==> src/rtl/entropy_src_ht_window_ctrl.sv <==
// Window sequencer and statistics/alert tracker for the adaptive-proportion health test.
// Optional build macro: ENTROPY_SRC_HT_WINDOW_STARTUP_EN (first two windows after start/clear are strict).
module entropy_src_ht_window_ctrl #(
    parameter int unsigned RegWidth     = 16,
    parameter int unsigned WinWidth     = 16,
    parameter int unsigned FailCntWidth = 4
) (
    input  logic                    clk_i,
    input  logic                    rst_i,
    input  logic                    enable_i,
    input  logic                    clear_i,
    input  logic [WinWidth-1:0]     window_size_i,
    input  logic [FailCntWidth-1:0] alert_thresh_i,
    input  logic                    entropy_bit_vld_i,
    input  logic [RegWidth-1:0]     test_cnt_hi_i,
    input  logic [RegWidth-1:0]     test_cnt_lo_i,
    input  logic                    fail_hi_pulse_i,
    input  logic                    fail_lo_pulse_i,
    output logic                    active_o,
    output logic                    ht_clear_o,
    output logic                    window_wrap_pulse_o,
    output logic [WinWidth-1:0]     window_cnt_o,
    output logic [RegWidth-1:0]     hi_watermark_o,
    output logic [RegWidth-1:0]     lo_watermark_o,
    output logic [RegWidth-1:0]     total_fail_cnt_o,
    output logic [FailCntWidth-1:0] consec_fail_cnt_o,
    output logic                    alert_o
);

    typedef enum logic [1:0] {
        ST_IDLE  = 2'd0,
        ST_RUN   = 2'd1,
        ST_ALERT = 2'd2
    } state_e;

    state_e                  state_q, state_d;
    logic [WinWidth-1:0]     win_size_q;
    logic [WinWidth-1:0]     win_cnt_q;
    logic [WinWidth-1:0]     win_last;
    logic                    wrap_q;
    logic [RegWidth-1:0]     hi_wm_q, lo_wm_q, total_q, total_nxt;
    logic [FailCntWidth-1:0] consec_q, consec_nxt;
    logic                    win_fail, wrap_take, alert_hit, ht_clear;
    logic                    sample_take, in_startup;

    assign win_last    = win_size_q - WinWidth'(1);
    // The wrap cycle drops vld, matching the datapath where its clear wins.
    assign sample_take = (state_q == ST_RUN) && !wrap_q && entropy_bit_vld_i;

    always_comb begin
        state_d    = state_q;
        ht_clear   = 1'b0;
        win_fail   = fail_hi_pulse_i | fail_lo_pulse_i;
        wrap_take  = wrap_q && (state_q == ST_RUN) && enable_i && !clear_i;
        consec_nxt = '0;
        total_nxt  = total_q;
        if (win_fail) begin
            consec_nxt = (consec_q == '1) ? consec_q : consec_q + FailCntWidth'(1);
            if (total_q != '1) begin
                total_nxt = total_q + RegWidth'(1);
            end
        end
        alert_hit = (win_fail && in_startup) ||
                    ((alert_thresh_i != '0) && (consec_nxt >= alert_thresh_i));
        case (state_q)
            ST_IDLE: begin
                if (enable_i) begin
                    state_d  = ST_RUN;
                    ht_clear = 1'b1;
                end
            end
            ST_RUN: begin
                if (!enable_i) begin
                    state_d  = ST_IDLE;
                    ht_clear = 1'b1;
                end else if (clear_i) begin
                    ht_clear = 1'b1;
                end else if (wrap_take && alert_hit) begin
                    state_d = ST_ALERT;
                end
            end
            ST_ALERT: begin
                if (!enable_i) begin
                    state_d  = ST_IDLE;
                    ht_clear = 1'b1;
                end else if (clear_i) begin
                    state_d  = ST_RUN;
                    ht_clear = 1'b1;
                end
            end
            default: state_d = ST_IDLE;
        endcase
    end

    always_ff @(posedge clk_i) begin
        if (rst_i) begin
            state_q    <= ST_IDLE;
            win_size_q <= WinWidth'(2);
            win_cnt_q  <= '0;
            wrap_q     <= 1'b0;
            hi_wm_q    <= '0;
            lo_wm_q    <= '1;
            total_q    <= '0;
            consec_q   <= '0;
        end else begin
            state_q <= state_d;
            wrap_q  <= 1'b0;
            if (state_q == ST_IDLE && enable_i) begin
                win_size_q <= (window_size_i < WinWidth'(2)) ? WinWidth'(2) : window_size_i;
            end
            if (ht_clear) begin
                win_cnt_q <= '0;
            end else if (sample_take) begin
                if (win_cnt_q == win_last) begin
                    win_cnt_q <= '0;
                    wrap_q    <= 1'b1;
                end else begin
                    win_cnt_q <= win_cnt_q + WinWidth'(1);
                end
            end
            if (clear_i) begin
                hi_wm_q  <= '0;
                lo_wm_q  <= '1;
                total_q  <= '0;
                consec_q <= '0;
            end else if (wrap_take) begin
                if (!in_startup) begin
                    if (test_cnt_hi_i > hi_wm_q) hi_wm_q <= test_cnt_hi_i;
                    if (test_cnt_lo_i < lo_wm_q) lo_wm_q <= test_cnt_lo_i;
                end
                total_q  <= total_nxt;
                consec_q <= consec_nxt;
            end
        end
    end

`ifdef ENTROPY_SRC_HT_WINDOW_STARTUP_EN
    logic [1:0] startup_win_q;

    assign in_startup = (startup_win_q != 2'd2);

    always_ff @(posedge clk_i) begin
        if (rst_i) begin
            startup_win_q <= '0;
        end else if (clear_i || (state_q == ST_IDLE && enable_i)) begin
            startup_win_q <= '0;
        end else if (wrap_take && in_startup) begin
            startup_win_q <= startup_win_q + 2'd1;
        end
    end
`else
    assign in_startup = 1'b0;
`endif

    assign active_o            = (state_q == ST_RUN);
    assign alert_o             = (state_q == ST_ALERT);
    assign ht_clear_o          = ht_clear & ~rst_i;
    assign window_wrap_pulse_o = wrap_q;
    assign window_cnt_o        = win_cnt_q;
    assign hi_watermark_o      = hi_wm_q;
    assign lo_watermark_o      = lo_wm_q;
    assign total_fail_cnt_o    = total_q;
    assign consec_fail_cnt_o   = consec_q;

endmodule

==> config.mk <==
export PLATFORM = sky130hd
export DESIGN_NAME = entropy_src_ht_window_ctrl
export DESIGN_NICKNAME = d
export VERILOG_FILES = /design/src/rtl/entropy_src_ht_window_ctrl.sv
export SDC_FILE = /design/constraint.sdc
export NUM_CORES = 1
export LEC_CHECK = 0
export CAP_MARGIN = 20
export CORE_MARGIN = 3
export CORE_UTILIZATION = 45
export CTS_BUF_LIST = sky130_fd_sc_hd__clkbuf_16
export DETAILED_ROUTE_END_ITERATION = 10
export GPL_TIMING_DRIVEN = 0
export PLACE_DENSITY_LB_ADDON = 0.25
export SETUP_SLACK_MARGIN = 0.4
export SLEW_MARGIN = 20
export SYNTH_ARGS = -nofsm -noshare
export SYNTH_HDL_FRONTEND = slang
export SYNTH_SLANG_ARGS = --single-unit
export TNS_END_PERCENT = 5
==> constraint.sdc <==
create_clock -name clk_i -period 2.6 [get_ports clk_i]
set_input_delay 0.26 -clock clk_i [delete_from_list [all_inputs] [get_ports clk_i]]
set_output_delay 0.26 -clock clk_i [all_outputs]
set_load 0.01 [all_outputs]
==> flow_summary.json <==
{
  "grt_pass1_wl_um": 24100,
  "fin_worst_skew_ps": 12.1,
  "swShare_pct": 26.3,
  "r2r_start": "consec_fail_cnt_o[2]",
  "maxCapViolCount": 0,
  "p_int_uw": 2340,
  "slew_viol_final": 0,
  "cp-end-kind": "register",
  "synth_cells": 652,
  "grt_pass1_vias": 5303,
  "synth-seq-cells": 87,
  "cp_top_family": "compound AO/OA/AOI/OAI gates",
  "yosys-top-cells-area": "dfxtp_1 33%, ha_1 10%, nand2_1 5.6%, xor2_1 4.4%, nand3_1 4.4%",
  "cts_root_buf": "clkbuf_16",
  "status": "finished clean",
  "antenna_found_initial": 0,
  "io_buffers": 129,
  "clock_path_buffers": 2,
  "antenna_cells": 0,
  "dpl_cell_area_sq_um": 6830,
  "drtIter0Drc": 283,
  "reg2reg_slack_ps": 200,
  "synth_nets": 754,
  "cp_num_buf_inv": 0,
  "post-route-period-util_pct": 92.2,
  "fin_cells": 959,
  "cp_slowest_stage_delay_ps": 500,
  "synthToLayoutAreaGrowth_pct": 38.5,
  "cp.required_ps": 2860,
  "holdPathEnd": "state_q[0]",
  "cts.hold.buffers_added": 0,
  "max_slew.worst_pin.slew_ps": 572,
  "grt_max_degree": 16,
  "path_clk_slew_ps": 60,
  "peakVddDrop_uv": 306,
  "n_fill_cell": 1011,
  "clock-sinks": 87,
  "synth_ff_type": "dfxtp_1",
  "min_period_ps": 2400,
  "crit_arrival_ps": 2650,
  "dr.pass1.iters": 5,
  "stdcell_area_sq_um": 7390,
  "drive_above_1_share_pct": 10.9,
  "cts_tree": "yes",
  "start_kind": "register",
  "ys_seq_area_share_pct": 32.6,
  "maxSlewHeadroom_pct": 61.6,
  "gp_congestion": 0.906,
  "cts_made_buffers": 9,
  "synth_area_per_cell_sq_um": 8.18,
  "slowest_stage": "dfxtp_1",
  "pwr-share-seq_pct": 43.4,
  "clkPwrFrac_pct": 41.1,
  "p_leak_uw": 0.00289,
  "switchingPower_uw": 835,
  "yosysTopAreaCell": "dfxtp_1",
  "setup_violations": 0,
  "htree_levels": 3,
  "fp.dieH_um": 115,
  "clkLatencyLatePin_ps": 340,
  "max_freq_mhz": 417,
  "syn_area_sq_um": 5340,
  "io_pins": 131,
  "cellPowerDensity_nw_per_um2": 430,
  "wl_um": 14300,
  "holdCritPathClass": "in2reg",
  "final_antenna_net_count": 0,
  "r2r-end": "state_q[0]",
  "yosysTopAreaCellShare_pct": 32.6,
  "grt_overflow_total": 0,
  "num-nets-final": 913,
  "totalPowerFinal_uw": 3180,
  "dp_hpwl_um": 10900,
  "cp_cell_sequence": "nand3_4 > xor2_1 > o21ai_1 > ha_1 > nand2b_4 > a21o_1 > a21o_1 > a21o_1 > a21boi_2 > o21ai_1 > a211oi_1",
  "reg2reg_depth": 11,
  "cpMostUsedCell": "a21o_1",
  "worst-setup-path-type": "reg2reg",
  "via_count": 5245,
  "grt.total_usage_pct": 22.0,
  "wl_per_cell_um": 14.9,
  "hold_start": "enable_i",
  "die-area_sq_um": 13200,
  "via_per_inst": 5.47,
  "dieWidth_um": 115,
  "hold_viol": 0,
  "place_inst": 924,
  "core_sq_um": 11500,
  "yosys_warnings": 0,
  "pwr-share-comb_pct": 15.5,
  "synth.distinct_cells": 60,
  "async_flop_share_pct": 0,
  "holdPathStages": 3,
  "cp_max_fo": 7,
  "synth_edf_count": 0,
  "drc": 0,
  "row_count": 39,
  "initial_core_util_pct": 46.3,
  "rsz0062_at_grt": "yes"
}
what timing repair did:
action                                  4_1_cts  5_1_grt
gates cloned                                  1        0
resized for setup                            14       18
setup buffers                                12        6
endpoints found under the setup margin       58       67
pin swaps                                    13       23
worst max path at each step:
stage,start,endpoint,cells after the start
floorplan,win_size_q[7],window_cnt_o[10],9
global placement,test_cnt_hi_i[10],hi_watermark_o[8],8
detailed placement,test_cnt_hi_i[14],hi_watermark_o[12],8
CTS,win_size_q[6],window_cnt_o[14],10
global route,consec_fail_cnt_o[2],state_q[0],11
finish,consec_fail_cnt_o[2],state_q[0],11
sequential cells by signal (all words and copies together), names as in the netlist:
signal	flops
hi_watermark_o	16
lo_watermark_o	16
total_fail_cnt_o	16
win_size_q	16
window_cnt_o	16
consec_fail_cnt_o	4
state_q	2
window_wrap_pulse_o	1
cells by family (layout without fill, tap and decap cells):
family                   Yosys count  after routing  share of synthesized area, %
AO/OA/AOI/OAI                    107            107                          12.5
AND/OR/NAND/NOR                  272            272                          27.3
multiplexers                      22             22                          4.15
flip-flops                        87             87                          32.6
buffers and inverters             76            240                          6.03
XOR/XNOR                          45             45                          7.39
adder cells (fa/ha/maj)           43             43                          10.1
cell usage after synthesis, types with 18 or more instances:
library cell / count
dfxtp_1: 87
xnor2_1: 18
o21ai_0: 31
inv_1: 49
a21oi_1: 29
xor2_1: 27
nand4_1: 23
nand3_1: 47
nand2_1: 79
nor2_1: 41
mux2i_1: 21
ha_1: 43
cells in the final DEF (no fill, tap or decap), drive strengths merged, types with 4 or more instances in the layout:
master / count
inv: 50
or3: 8
a211oi: 4
mux2i: 21
o211ai: 7
nor3: 27
nand2: 80
nand4: 23
o21ai: 33
dfxtp: 87
clkdlybuf4s50: 129
a31oi: 4
xnor2: 18
buf: 29
clkinv: 4
or2: 6
ha: 43
nor2: 42
xor2: 27
nand2b: 7
clkbuf: 26
a21o: 11
nor2b: 5
a21oi: 29
nand3: 47
nor4: 14
metrics by stage:
| stage | setup slack (ps) | setup TNS, ps | utilization (%) | hold WS (ps) |
|---|---|---|---|---|
| after floorplan | 294 | 0 | - | 388 |
| after global placement | -192 | -2630 | 59.3 | 460 |
| after detailed placement | -227 | -3920 | 59.3 | 472 |
| after CTS | 175 | 0 | 63.2 | 372 |
| after global routing | 79.0 | 0 | 64.2 | 420 |
| final | 204 | 0 | 64.2 | 399 |
worst register-to-register path, cell delays in order (launching register included):
cell and delay, ps:
dfxtp_1 500, nand3_4 120, xor2_1 150, o21ai_1 100, ha_1 300, nand2b_4 130
a21o_1 160, a21o_1 150, a21o_1 200, a21boi_2 190, o21ai_1 80, a211oi_1 220
per-layer routing:
metal	global-route usage, %	up-vias	part of all wire, %
li1	-	2619	-
met1	27.3	2461	44
met2	38.5	145	50
met3	4.21	20	4.7
met4	6.73	0	1.3
met5	0	-	0
layout make-up:
type,instances,area (sq um),area share [%]
clock inverters,7,72.6,0.982
plain buffers,27,146,1.98
well taps,143,179,2.42
flip-flops and latches,87,1760,23.8
inverters,49,184,2.49
repair buffers,148,1440,19.5
multi-input cells,489,3380,45.8
clock buffers,9,225,3.05
power by group through the flow:
stage / sequential, uW / combinational, uW / clock [uW]
after global routing: 1380 / 543 / 1390
after CTS: 1380 / 472 / 1340
final: 1380 / 493 / 1310
after floorplan: 1400 / 267 / 0
after global placement: 1410 / 430 / 0
after detailed placement: 1410 / 442 / 0
Power figures use the tool's default switching activity.
